==> src/rtl/udp_tx_pkg.sv <==
// Shared types and helpers for the UDP transmit serializer: header size,
// controller states and the ones'-complement adder used by the checksum.
package udp_tx_pkg;

  localparam int UDP_HDR_WORDS = 4;

  typedef enum logic [2:0] {
    IDLE,
    LOAD,
    CSUM,
    SEND,
    GAP
  } state_e;

  // 16-bit ones'-complement addition with end-around carry.
  function automatic logic [15:0] ones_add(input logic [15:0] a, input logic [15:0] b);
    logic [16:0] s;
    s = {1'b0, a} + {1'b0, b};
    return s[15:0] + {15'd0, s[16]};
  endfunction

endpackage

==> src/rtl/udp_csum_acc.sv <==
// Running ones'-complement sum for one datagram; presents the final UDP
// checksum with zero remapped to 16'hFFFF.
module udp_csum_acc
  import udp_tx_pkg::*;
(
  input  logic        i_clk,
  input  logic        i_rst_n,
  input  logic        i_init,
  input  logic [15:0] i_init_val,
  input  logic        i_add,
  input  logic [15:0] i_add_val,
  input  logic        i_clear,
  output logic [15:0] o_csum
);

  logic [15:0] acc;
  logic [15:0] raw_csum;

  // NOTE: sequential state uses <= so every register samples pre-edge values,
  // independent of the order the always_ff blocks are evaluated in.
  always_ff @(posedge i_clk or negedge i_rst_n) begin
    if (!i_rst_n) begin
      acc <= '0;
    end else if (i_clear) begin
      acc <= '0;
    end else if (i_init) begin
      acc <= i_init_val;
    end else if (i_add) begin
      acc <= ones_add(acc, i_add_val);
    end
  end

  // A computed checksum of zero is sent as all-ones; zero means "no checksum".
  assign raw_csum = ~acc;
  assign o_csum   = (raw_csum == 16'h0000) ? 16'hFFFF : raw_csum;

endmodule

==> src/rtl/udp_tx_serializer.sv <==
// Buffers a UDP payload, computes its checksum and shifts the datagram out
// LSB-first: checksum, length, dst_port, src_port, then payload words.
module udp_tx_serializer
  import udp_tx_pkg::*;
#(
  parameter int DATA_WIDTH  = 16,
  parameter int MAX_PAYLOAD = 16,
  parameter int IFG_CYCLES  = 2,
  parameter int PLEN_W      = $clog2(MAX_PAYLOAD + 1)
) (
  input  logic                  i_clk,
  input  logic                  i_rst_n,
  input  logic                  i_start,
  input  logic [DATA_WIDTH-1:0] i_src_port,
  input  logic [DATA_WIDTH-1:0] i_dst_port,
  input  logic [PLEN_W-1:0]     i_pay_len,
  input  logic [DATA_WIDTH-1:0] i_pay_data,
  input  logic                  i_pay_valid,
  output logic                  o_pay_ready,
  output logic                  o_busy,
  output logic                  o_udp_data,
  output logic                  o_udp_valid,
  output logic                  o_sof,
  output logic                  o_eof,
  output logic                  o_len_err
);

  localparam int IDX_W  = (MAX_PAYLOAD > 1) ? $clog2(MAX_PAYLOAD) : 1;
  localparam int WIDX_W = $clog2(MAX_PAYLOAD + UDP_HDR_WORDS);
  localparam int GAP_W  = (IFG_CYCLES > 1) ? $clog2(IFG_CYCLES) : 1;

  state_e state, state_nxt;

  logic [DATA_WIDTH-1:0] src_q, dst_q, len_q;
  logic [PLEN_W-1:0]     plen_q;
  logic [PLEN_W-1:0]     widx;
  logic [DATA_WIDTH-1:0] buffer [MAX_PAYLOAD];
  logic [DATA_WIDTH-1:0] shreg;
  logic [3:0]            bit_cnt;
  logic [WIDX_W-1:0]     word_idx, nxt_idx, last_word;
  logic [GAP_W-1:0]      gap_cnt;
  logic                  len_err_q;

  logic                  start_ok, start_bad, pay_fire, acc_clear;
  logic                  word_done, frame_done;
  logic [DATA_WIDTH-1:0] len_in, hdr_sum, csum, next_word;

  assign len_in  = 16'(i_pay_len) + 16'(UDP_HDR_WORDS);
  assign hdr_sum = ones_add(ones_add(i_src_port, i_dst_port), len_in);

  udp_csum_acc u_csum (
    .i_clk      (i_clk),
    .i_rst_n    (i_rst_n),
    .i_init     (start_ok),
    .i_init_val (hdr_sum),
    .i_add      (pay_fire),
    .i_add_val  (i_pay_data),
    .i_clear    (acc_clear),
    .o_csum     (csum)
  );

  // Word index counts checksum(0), length(1), dst(2), src(3), payload(4..).
  assign last_word  = WIDX_W'(plen_q) + WIDX_W'(UDP_HDR_WORDS - 1);
  assign word_done  = (bit_cnt == 4'hF);
  assign frame_done = word_done && (word_idx == last_word);
  assign nxt_idx    = word_idx + WIDX_W'(1);

  always_comb begin
    next_word = buffer[IDX_W'(nxt_idx - WIDX_W'(UDP_HDR_WORDS))];
    if (nxt_idx == WIDX_W'(1)) begin
      next_word = len_q;
    end else if (nxt_idx == WIDX_W'(2)) begin
      next_word = dst_q;
    end else if (nxt_idx == WIDX_W'(3)) begin
      next_word = src_q;
    end
  end

  always_ff @(posedge i_clk or negedge i_rst_n) begin
    if (!i_rst_n) begin
      state <= IDLE;
    end else begin
      state <= state_nxt;
    end
  end

  // NOTE: every signal driven here gets a default first, so no path through
  // the case statement can leave one unassigned and infer a latch.
  always_comb begin
    state_nxt   = state;
    o_pay_ready = 1'b0;
    o_busy      = 1'b1;
    o_udp_valid = 1'b0;
    o_sof       = 1'b0;
    o_eof       = 1'b0;
    start_ok    = 1'b0;
    start_bad   = 1'b0;
    pay_fire    = 1'b0;
    acc_clear   = 1'b0;
    case (state)
      IDLE: begin
        o_busy = 1'b0;
        if (i_start) begin
          if (i_pay_len <= PLEN_W'(MAX_PAYLOAD)) begin
            start_ok  = 1'b1;
            state_nxt = (i_pay_len == '0) ? CSUM : LOAD;
          end else begin
            start_bad = 1'b1;
          end
        end
      end
      LOAD: begin
        o_pay_ready = 1'b1;
        pay_fire    = i_pay_valid;
        if (pay_fire && (widx + PLEN_W'(1) == plen_q)) begin
          state_nxt = CSUM;
        end
      end
      CSUM: begin
        state_nxt = SEND;
      end
      SEND: begin
        o_udp_valid = 1'b1;
        o_sof       = (word_idx == '0) && (bit_cnt == 4'h0);
        o_eof       = frame_done;
        if (frame_done) begin
          state_nxt = GAP;
        end
      end
      GAP: begin
        acc_clear = 1'b1;
        if (gap_cnt == GAP_W'(IFG_CYCLES - 1)) begin
          state_nxt = IDLE;
        end
      end
      default: begin
        state_nxt = IDLE;
      end
    endcase
  end

  assign o_udp_data = o_udp_valid & shreg[0];
  assign o_len_err  = len_err_q;

  always_ff @(posedge i_clk or negedge i_rst_n) begin
    if (!i_rst_n) begin
      src_q     <= '0;
      dst_q     <= '0;
      len_q     <= '0;
      plen_q    <= '0;
      widx      <= '0;
      shreg     <= '0;
      bit_cnt   <= '0;
      word_idx  <= '0;
      gap_cnt   <= '0;
      len_err_q <= 1'b0;
    end else begin
      len_err_q <= start_bad;
      case (state)
        IDLE: begin
          if (start_ok) begin
            src_q  <= i_src_port;
            dst_q  <= i_dst_port;
            len_q  <= len_in;
            plen_q <= i_pay_len;
            widx   <= '0;
          end
        end
        LOAD: begin
          if (pay_fire) begin
            widx <= widx + PLEN_W'(1);
          end
        end
        CSUM: begin
          shreg    <= csum;
          bit_cnt  <= '0;
          word_idx <= '0;
        end
        SEND: begin
          bit_cnt <= bit_cnt + 4'd1;
          gap_cnt <= '0;
          if (word_done) begin
            shreg    <= next_word;
            word_idx <= nxt_idx;
          end else begin
            shreg <= {1'b0, shreg[DATA_WIDTH-1:1]};
          end
        end
        GAP: begin
          gap_cnt <= gap_cnt + GAP_W'(1);
        end
        default: ;
      endcase
    end
  end

  // NOTE: the payload buffer has no reset; LOAD always writes a slot before
  // SEND reads it, so clearing it would only cost flops.
  always_ff @(posedge i_clk) begin
    if (pay_fire) begin
      buffer[widx[IDX_W-1:0]] <= i_pay_data;
    end
  end

endmodule

==> config.mk <==
export PLATFORM = sky130hd
export DESIGN_NAME = udp_tx_serializer
export DESIGN_NICKNAME = d
export VERILOG_FILES = /design/src/rtl/udp_tx_pkg.sv /design/src/rtl/udp_csum_acc.sv /design/src/rtl/udp_tx_serializer.sv
export SDC_FILE = /design/constraint.sdc
export NUM_CORES = 1
export LEC_CHECK = 0
export CAP_MARGIN = 10
export CELL_PAD_IN_SITES_DETAIL_PLACEMENT = 1
export CELL_PAD_IN_SITES_GLOBAL_PLACEMENT = 1
export CORE_MARGIN = 3
export CORE_UTILIZATION = 45
export DETAILED_ROUTE_END_ITERATION = 8
export GPL_ROUTABILITY_DRIVEN = 1
export PLACE_DENSITY = 0.81
export SYNTH_ARGS = -nofsm -noshare
export SYNTH_HDL_FRONTEND = slang
export SYNTH_SLANG_ARGS = --single-unit
==> constraint.sdc <==
create_clock -name i_clk -period 5.9 [get_ports i_clk]
set_input_delay 1.77 -clock i_clk [delete_from_list [all_inputs] [get_ports i_clk]]
set_output_delay 1.77 -clock i_clk [all_outputs]
set_load 0.01 [all_outputs]
==> metrics.txt, run 1 <==
worst-case setup slack after placement=-2100 ps; Clock H-tree levels=2; total count of max-transition violations in the final report=0; first-pass GRT wire length=98,900 um; overall die height=205 um; number of routed nets with antenna violations=0; simple-gate area share of the yosys netlist=10.6%; register bit count reported by yosys=348; number of enable flip-flop cells after synthesis=256; xor-xnor portion of the synthesized cell area=3.68%; sink count of the clock tree=348; type of element capturing the critical path=flip-flop; Final GP Congestion=0.963; worst setup slack after layout=-1590 ps; Most Frequent Cell on Critical Path=sky130_fd_sc_hd__o21ai_2; post-synthesis average cell area=13.0 um2; share of synthesized area occupied by flip-flops and latches=56.1%; Post-Synthesis Cell Area=17,800 um2; Period minus WS final=7490 ps; Routed met1 length=24,500 um; topmost layer with routed signal wires=met4; core area=38,800 um2; vias per inst=6.47; adder and majority gate portion of the synthesized area=4.53%; commonest cells in the netlist=256 x sky130_fd_sc_hd__edfxtp_1, 172 x sky130_fd_sc_hd__nand2_1, 92 x sky130_fd_sc_hd__dfrtp_1; footprint of the flip-flops and latches=9990 um2; number of antenna violations at the first check in global routing=0; Crit-path slowest cell=sky130_fd_sc_hd__nor4_2; number of global-route vias before repair=15,400; number of clock buffers inserted by TritonCTS=37; width of the chip=205 um; insertion delay of the later-clocked pin in the worst-skew pair=560 ps; number of buffers between clock root and the deepest sink=3; die footprint=42,000 um2; multi-input combinational cell area=8030 um2; worst hold path type=flip-flop to flip-flop; critical path class=input pin to flip-flop; Initial Utilization=45.9%; root buf cell=sky130_fd_sc_hd__clkbuf_16; area of all placed cells without fillers=22,800 um2; violated checks=negative setup slack; max incr delay on CP=380 ps; Congestion Overflow GR=0; Area Overhead vs Synth=27.9%; post-synthesis compound-gate area fraction=11.5%; cell with the most instances after synthesis=sky130_fd_sc_hd__edfxtp_1; count of final hold-check violations=0; largest driver fanout on the critical path=3; run status=complete, but fails checks; warning count from the yosys run=0; Placed Area=20,800 um2; cells on worst reg2reg path=13; combinational family with the most area after synthesis=compound AO/OA/AOI/OAI gates; Static Leak=8.84 nW; crit start category=input pin; portion of synthesized cell area occupied by the leading cell type=43.2%; mux cell area share after synthesis=11.3%; top_reg_cell synth=sky130_fd_sc_hd__edfxtp_1; number of search-and-repair iterations in the first detailed-routing pass=5; Async SR Flop Fraction=26.4%; signal arrival time at the worst endpoint=7970 ps; global routing usage summed across all routing layers=31.6%; unrepaired setup endpoints after global routing=true; Tightest Pin Transition=1330 ps; ratio of total power to cell area=406 nW/um2; VDD IR max=0.209 mV; part of the cycle the worst path needs=127%; hold buffers post-CTS=0; number of fillers in the final layout=3,809; clock tree from TritonCTS=done; DR vias=14,400; Final Power=9.24 mW; Net Count, Synth=1,491; post-detailed-route DRC marker count=0; total met3 wirelength after detailed routing=5940 um; worst endpoint required time=6380 ps; final number of setup-violating endpoints=16; Worst slew margin=11.3%; top cells by area, synth=sky130_fd_sc_hd__edfxtp_1 43%, sky130_fd_sc_hd__dfrtp_1 13%, sky130_fd_sc_hd__mux4_2 10%, sky130_fd_sc_hd__ha_1 4.1%, sky130_fd_sc_hd__nand2_1 3.6%; Yosys top cell by area=sky130_fd_sc_hd__edfxtp_1; wire length per cell=30.0 um; row cnt=72; clock transition time at the flip-flop clock pins of the worst setup and hold paths=80 ps; highest achievable clock rate=133 MHz; MaxCap Viol Count=0; total number of nets in the final design=1,804; total routed wirelength=66,900 um; post-synthesis instance total=1,373; DRC marker count from the first detailed-route iteration=1,712; met2 wire length=32,700 um; pin count of the biggest net entering global routing=59; Yosys cell types=86; worst hold path depth=1; setup_tns=-15,410 ps; Port-buffer cells=63; placed wire-length estimate after detailed placement=39,300 um; Core Util, Final=58.6%; share of post-route cells with drive strength above 1=31.6%; ports placed on the boundary=64; Setup Skew=27.0 ps
[cell type report]
type                    instances  area share [%]
flip-flops and latches        348            43.9
multi-input cells             920            35.3
diodes                          1          0.0110
repair buffers                341            12.1
well taps                     518            2.85
clock inverters                27            1.06
clock buffers                  40            4.21
inverters                      38           0.638
[worst max-delay path: cells and delay by family]
family / cells / cell delay (ps)
AND/OR/NAND/NOR: 14 / 2780
adder cells (fa/ha/maj): 5 / 1170
buffers and inverters: 2 / 130
XOR/XNOR: 1 / 120
AO/OA/AOI/OAI: 12 / 1990
[where the power goes]
part           leakage (nW)  switching, mW  internal (mW)
clock                 0.589           1.01           1.35
sequential             3.45          0.398           2.92
combinational          4.80           2.00           1.56
total                  8.84           3.41           5.83
[per-layer routing]
layer | vias up | global-route usage (%)
li1 | 5877 | -
met1 | 7381 | 39.8
met2 | 933 | 53.3
met3 | 255 | 5.66
met4 | 0 | 14.9
met5 | - | 0
[final timing paths]
| path | startpoint | to | slack (ps) |
|---|---|---|---|
| setup / recovery | i_dst_port[0] | u_csum.acc[15]$_DFFE_PN0P_ | -1590 |
| hold / removal | shreg[15]$_DFFE_PN0P_ | shreg[15]$_DFFE_PN0P_ | 490 |
| setup reg to reg | word_idx[0]$_DFFE_PN0P_ | shreg[2]$_DFFE_PN0P_ | 900 |
| hold reg to reg | shreg[15]$_DFFE_PN0P_ | shreg[15]$_DFFE_PN0P_ | 490 |
| max in group asynchronous | i_rst_n | word_idx[0]$_DFFE_PN0P_ | 3400 |
| min in group asynchronous | i_rst_n | dst_q[12]$_DFFE_PN0P_ | 1300 |
[timing repair]
| item | 4_1_cts | 5_1_grt |
|---|---|---|
| setup buffers | 44 | 17 |
| resized for setup | 101 | 24 |
| pin swaps | 58 | 38 |
| endpoints found under the setup margin | 16 | 16 |
[kinds of logic (layout without fill, tap and decap cells)]
logic type / Yosys count / after routing
compound gates: 290 / 290
mux: 100 / 100
simple gates: 396 / 396
other cells: 0 / 1
fa+ha+maj: 63 / 63
xor+xnor: 71 / 71
buf+inv: 105 / 446
flops: 348 / 348
[sequential cells by signal (all words and copies together) (netlist names)]
register    count
plen_q          5
src_q          16
gap_cnt         1
dst_q          16
len_q           4
word_idx        5
u_csum.acc     16
buffer        256
widx            5
state           3
shreg          16
o_len_err       1
bit_cnt         4
[cells in the final DEF (no fill, tap or decap), types with 24 or more instances in the layout]
master                            count
sky130_fd_sc_hd__a21o_1              28
sky130_fd_sc_hd__xnor2_1             33
sky130_fd_sc_hd__nand3_1             24
sky130_fd_sc_hd__buf_4              271
sky130_fd_sc_hd__dfrtp_1             91
sky130_fd_sc_hd__ha_1                42
sky130_fd_sc_hd__inv_1               35
sky130_fd_sc_hd__clkbuf_16           38
sky130_fd_sc_hd__a21oi_1             53
sky130_fd_sc_hd__nor2_1              62
sky130_fd_sc_hd__o21ai_0             51
sky130_fd_sc_hd__mux4_2              80
sky130_fd_sc_hd__edfxtp_1           256
sky130_fd_sc_hd__clkdlybuf4s50_1     40
sky130_fd_sc_hd__nand2_1            169
[metrics by stage]
step / hold slack (ps) / std cells
after floorplan: 440 / 1373
after global placement: 457 / 2119
after detailed placement: 467 / 2119
after CTS: 480 / 2226
after global routing: 496 / 2232
final: 491 / 2233
Note: power is estimated with default switching activity, not from simulation.
==> run 2: changes to the inputs <==
- CORE_ASPECT_RATIO: unset -> 0.5
==> run 2 against run 1 <==
  * The run still ends with negative setup slack left
  * Sequential share of layout area increased by 0.10 points
  * Die area increased by 0.34%
  * Sequential power decreased by 1%
  * First-iteration DRC count decreased by 10%
  * Count of clock-buffer cells in the layout unchanged
  * Combinational power decreased by 3%
  * Core utilization increased by 0.79 points
  * Critical path type unchanged
==> metrics.txt, run 2 (same netlist as run 1, synthesis figures left out) <==
run status=complete, but fails checks; violated checks=negative setup slack; Min Hold Slack=479 ps; overall die height=147 um; Final Power=9.04 mW; multi-input combinational cell area=8070 um2; vias per inst=6.16; count of final hold-check violations=0; Clock H-tree levels=2; DR vias=13,700; Congestion Overflow GR=0; type of element capturing the critical path=flip-flop; largest driver fanout on the critical path=4; Final GP Congestion=0.893; r2r setup slk=1480 ps; signal arrival time at the worst endpoint=7660 ps; highest achievable clock rate=138 MHz; setup_tns=-11,190 ps; number of fillers in the final layout=3,729; footprint of the flip-flops and latches=9990 um2; Port-buffer cells=63; max incr delay on CP=380 ps; number of global-route vias before repair=14,600; unrepaired setup endpoints after global routing=true; number of search-and-repair iterations in the first detailed-routing pass=5; DRC marker count from the first detailed-route iteration=1,538; total number of nets in the final design=1,797; root buf cell=sky130_fd_sc_hd__clkbuf_16; Tightest Pin Transition=1140 ps; worst hold path type=flip-flop to flip-flop; hold buffers post-CTS=0; cells on worst reg2reg path=19; core area=38,200 um2; Crit-path slowest cell=sky130_fd_sc_hd__fa_2; number of antenna violations at the first check in global routing=4; number of clock buffers inserted by TritonCTS=34; non-filler instance count after layout=2,226; total count of max-transition violations in the final report=0; number of buffers between clock root and the deepest sink=3; worst endpoint required time=6320 ps; NetSw=3.28 mW; ratio of total power to cell area=398 nW/um2; Net Sw Frac=36.3%; Reg2Reg Capture Point=u_csum.acc[15]$_DFFE_PN0P_; Placed Area=20,600 um2; clock tree from TritonCTS=done; clock transition time at the flip-flop clock pins of the worst setup and hold paths=70 ps; Crit Reg-Reg Startpoint=u_csum.acc[5]$_DFFE_PN0P_; critical path class=input pin to flip-flop; first-pass GRT wire length=91,100 um; insertion delay of the later-clocked pin in the worst-skew pair=550 ps; Period minus WS final=7240 ps; worst hold path depth=1; launch point of the worst hold path=shreg[0]$_DFFE_PN0P_; part of the total power dissipated in sequential elements=36.3%; top library cells by usage in the layout, fill and taps aside=267 x sky130_fd_sc_hd__buf_4, 256 x sky130_fd_sc_hd__edfxtp_1, 168 x sky130_fd_sc_hd__nand2_1; Initial Utilization=46.6%; total routed wirelength=61,900 um; clock network fraction of total power=25.3%; relative contribution of combinational cells to total power=38.3%; Static Leak=8.80 nW; Core Util, Final=59.4%; sink count of the clock tree=348; Largest register FFs=256; wire length per cell=27.8 um; Area Overhead vs Synth=27.6%; Internal=5.75 mW; global routing usage summed across all routing layers=28.6%; VDD IR max=0.214 mV; width of the chip=287 um; placed cells=2,110; part of the cycle the worst path needs=123%; MaxCap Viol Count=0; share of post-route cells with drive strength above 1=31.4%; placed wire-length estimate after detailed placement=38,200 um; row cnt=50; pin count of the biggest net entering global routing=59; number of routed nets with antenna violations=0; crit start category=input pin; post-detailed-route DRC marker count=0; ports placed on the boundary=64; most common cell after layout, fill and taps aside=sky130_fd_sc_hd__buf_4; Most Frequent Cell on Critical Path=sky130_fd_sc_hd__buf_4; die footprint=42,100 um2; Hold Crit Endpoint=shreg[0]$_DFFE_PN0P_; worst-case setup slack after placement=-2120 ps; area of all placed cells without fillers=22,700 um2; worst setup slack after layout=-1340 ps; Setup Skew=26.2 ps; final number of setup-violating endpoints=15; Worst slew margin=23.5%
-- run 2: cell types whose count changed in the layout (fill, tap and decap cells not counted), moves of 3 or more --
cell and delta:
sky130_fd_sc_hd__clkbuf_16 -4, sky130_fd_sc_hd__clkinv_1 -5, sky130_fd_sc_hd__dlygate4sd2_1 -3, sky130_fd_sc_hd__nor2_2 -9, sky130_fd_sc_hd__buf_4 -4, sky130_fd_sc_hd__o21ai_0 -3, sky130_fd_sc_hd__nor2_1 +8
-- run 2: layer usage --
metal,vias up,part of all wire [%],routed length (um),global-route usage [%]
met5,-,0.058,36,0
met4,6,3.4,2090,8.71
met3,166,7.7,4740,6.55
met2,622,49,30300,48.0
met1,7045,40,24700,37.2
li1,5864,-,-,-
-- run 2: what timing repair did --
| item | in CTS | in global routing |
|---|---|---|
| resized for setup | 103 | 39 |
| pin swaps | 56 | 41 |
| setup endpoints to repair | 16 | 16 |
| buffers inserted | 46 | 16 |
-- run 2: layout make-up --
cell class              instances  share of cell area [%]
multi-input cells             920                    35.5
flip-flops and latches        348                    44.0
clock inverters                22                    1.11
clock buffers                  40                    3.95
inverters                      38                   0.639
repair buffers                337                    11.9
diodes                          1                  0.0110
well taps                     520                    2.86
-- run 2: how the worst max path moves through the flow --
stage,start,cells after the start,end
after floorplan,i_dst_port[0],33,u_csum.acc[15]$_DFFE_PN0P_
after global placement,i_dst_port[0],34,u_csum.acc[15]$_DFFE_PN0P_
after detailed placement,i_dst_port[0],34,u_csum.acc[15]$_DFFE_PN0P_
after CTS,i_src_port[0],34,u_csum.acc[14]$_DFFE_PN0P_
after global routing,i_dst_port[0],35,u_csum.acc[15]$_DFFE_PN0P_
final,i_dst_port[0],38,u_csum.acc[15]$_DFFE_PN0P_
-- run 2: critical path, delay by kind of cell --
kind / cells / cell delay (ps)
AO/OA/AOI/OAI: 6 / 950
XOR/XNOR: 1 / 180
adder cells (fa/ha/maj): 3 / 650
buffers and inverters: 17 / 1930
AND/OR/NAND/NOR: 11 / 2180
-- run 2: power groups by stage --
stage                     clock [mW]  sequential, mW  combinational (mW)
final                           2.29            3.28                3.46
after global routing            2.41            3.31                3.71
after CTS                       2.31            3.26                3.29
after detailed placement           0            3.30                3.11
after global placement             0            3.27                2.93
after floorplan                    0            3.11                2.11
==> run 3: changes to the inputs <==
- RECOVER_POWER: unset -> 100
==> run 3 against run 2 <==
  * The flow finishes with violations (max-capacitance violations, max-slew violations, negative setup slack)
  * Sequential power barely moved
  * Sequential share of layout area rose by 0.14 points
  * Final cell count barely moved
  * Worst hold slack got worse by 1.7 ps
==> metrics.txt, run 3 (same netlist as run 1, synthesis figures left out) <==
run status=complete, but fails checks; violated checks=max-capacitance violations, max-slew violations, negative setup slack; number of global-route vias before repair=14,600; clock transition time at the flip-flop clock pins of the worst setup and hold paths=70 ps; Placed Area=20,600 um2; Crit-path slowest cell=sky130_fd_sc_hd__fa_2; clock network fraction of total power=25.4%; number of search-and-repair iterations in the first detailed-routing pass=5; total number of nets in the final design=1,797; critical path class=input pin to flip-flop; signal arrival time at the worst endpoint=7680 ps; top library cells by usage in the layout, fill and taps aside=256 x sky130_fd_sc_hd__edfxtp_1, 250 x sky130_fd_sc_hd__buf_4, 168 x sky130_fd_sc_hd__nand2_1; Congestion Overflow GR=0; Worst slew margin=-99.1%; Reg2Reg Capture Point=buffer[14][11]$_DFFE_PP_; first-pass GRT wire length=91,100 um; VDD IR max=0.214 mV; vias per inst=6.20; Period minus WS final=7250 ps; max incr delay on CP=380 ps; share of post-route cells with drive strength above 1=30.4%; placed wire-length estimate after detailed placement=38,200 um; number of routed nets with antenna violations=0; highest achievable clock rate=138 MHz; Min Hold Slack=477 ps; Tightest Pin Transition=2990 ps; hold buffers post-CTS=0; cells on worst reg2reg path=6; final number of setup-violating endpoints=15; Setup Skew=25.3 ps; overall die height=147 um; number of buffers between clock root and the deepest sink=3; CP startpoint=i_dst_port[0]; part of the total power dissipated in sequential elements=36.3%; Largest register FFs=256; worst hold path type=flip-flop to flip-flop; Internal=5.75 mW; number of clock buffers inserted by TritonCTS=34; Final GP Congestion=0.893; part of the cycle the worst path needs=123%; DR vias=13,800; relative contribution of combinational cells to total power=38.3%; Initial Utilization=46.6%; ports placed on the boundary=64; NetSw=3.29 mW; number of antenna violations at the first check in global routing=5; wire length per cell=27.9 um; core area=38,200 um2; area of all placed cells without fillers=22,600 um2; Net Sw Frac=36.4%; launch point of the worst hold path=shreg[0]$_DFFE_PN0P_; Clock H-tree levels=2; insertion delay of the later-clocked pin in the worst-skew pair=550 ps; Port-buffer cells=63; most common cell after layout, fill and taps aside=sky130_fd_sc_hd__edfxtp_1; root buf cell=sky130_fd_sc_hd__clkbuf_16; timing endpoint of the critical path=u_csum.acc[15]$_DFFE_PN0P_; pin count of the biggest net entering global routing=59; largest driver fanout on the critical path=3; Static Leak=8.75 nW; unrepaired setup endpoints after global routing=true; MaxCap Viol Count=3; total routed wirelength=62,100 um; width of the chip=287 um; post-detailed-route DRC marker count=0; clock tree from TritonCTS=done; type of element capturing the critical path=flip-flop; r2r setup slk=980 ps; worst endpoint required time=6320 ps; ratio of total power to cell area=399 nW/um2; total count of max-transition violations in the final report=125; count of final hold-check violations=0; worst setup slack after layout=-1350 ps; sink count of the clock tree=348; Crit Reg-Reg Startpoint=state[0]$_DFFE_PN0P_; Area Overhead vs Synth=27.2%; row cnt=50; global routing usage summed across all routing layers=28.6%; DRC marker count from the first detailed-route iteration=1,410; crit start category=input pin; Final Power=9.04 mW; die footprint=42,100 um2
## run 3: power by group through the flow
stage / Combinational (mW) / Clock [mW] / Sequential, mW
floorplan: 2.11 / 0 / 3.11
global placement: 2.93 / 0 / 3.27
detailed placement: 3.11 / 0 / 3.30
CTS: 3.29 / 2.31 / 3.26
global route: 3.71 / 2.41 / 3.31
finish: 3.46 / 2.29 / 3.28
## run 3: worst min path at each step
stage	to	slack (ps)	cells after the start
3_5_place_dp	shreg[0]$_DFFE_PN0P_	460	1
5_1_grt	shreg[0]$_DFFE_PN0P_	500	1
2_1_floorplan	dst_q[0]$_DFFE_PN0P_	440	2
4_1_cts	shreg[0]$_DFFE_PN0P_	480	1
6_report	shreg[0]$_DFFE_PN0P_	480	1
3_3_place_gp	shreg[2]$_DFFE_PN0P_	460	1
## run 3: critical path: cells and delay by family
kind	cells	cell delay (ps)
AND/OR/NAND/NOR	14	2550
adder cells (fa/ha/maj)	5	1120
XOR/XNOR	1	190
buffers and inverters	3	200
AO/OA/AOI/OAI	12	1840
## run 3: routing by layer
metal	global-route usage (%)	vias up	share of wire, %
met2	48.0	667	49
met1	37.2	7121	40
met4	8.71	6	3.1
met3	6.55	157	7.8
li1	-	5865	-
met5	0	-	0.058
## run 3: metrics by stage
stage,util (%),setup TNS [ps],cells,worst slack [ps]
2_1_floorplan,-,-9890,1373,-1240
3_3_place_gp,54.0,-22130,2110,-1900
3_5_place_dp,54.0,-25280,2110,-2120
4_1_cts,58.7,-7220,2214,-958
5_1_grt,59.2,-14910,2227,-1690
6_report,59.2,-11320,2227,-1350
## run 3: final cells by class
cell class | count | area (um2)
fill | 3737 | 15600
sequential | 348 | 9990
multi-input combinational | 920 | 8060
timing repair buffer | 337 | 2640
clock buffer | 40 | 897
tap | 520 | 651
clock inverter | 22 | 253
inverter | 38 | 145
antenna | 2 | 5.00
## run 3: repair_timing
action	in CTS	in global routing
gates resized for setup	103	39
setup endpoints to repair	16	16
setup buffers	46	16
pin swaps	56	41
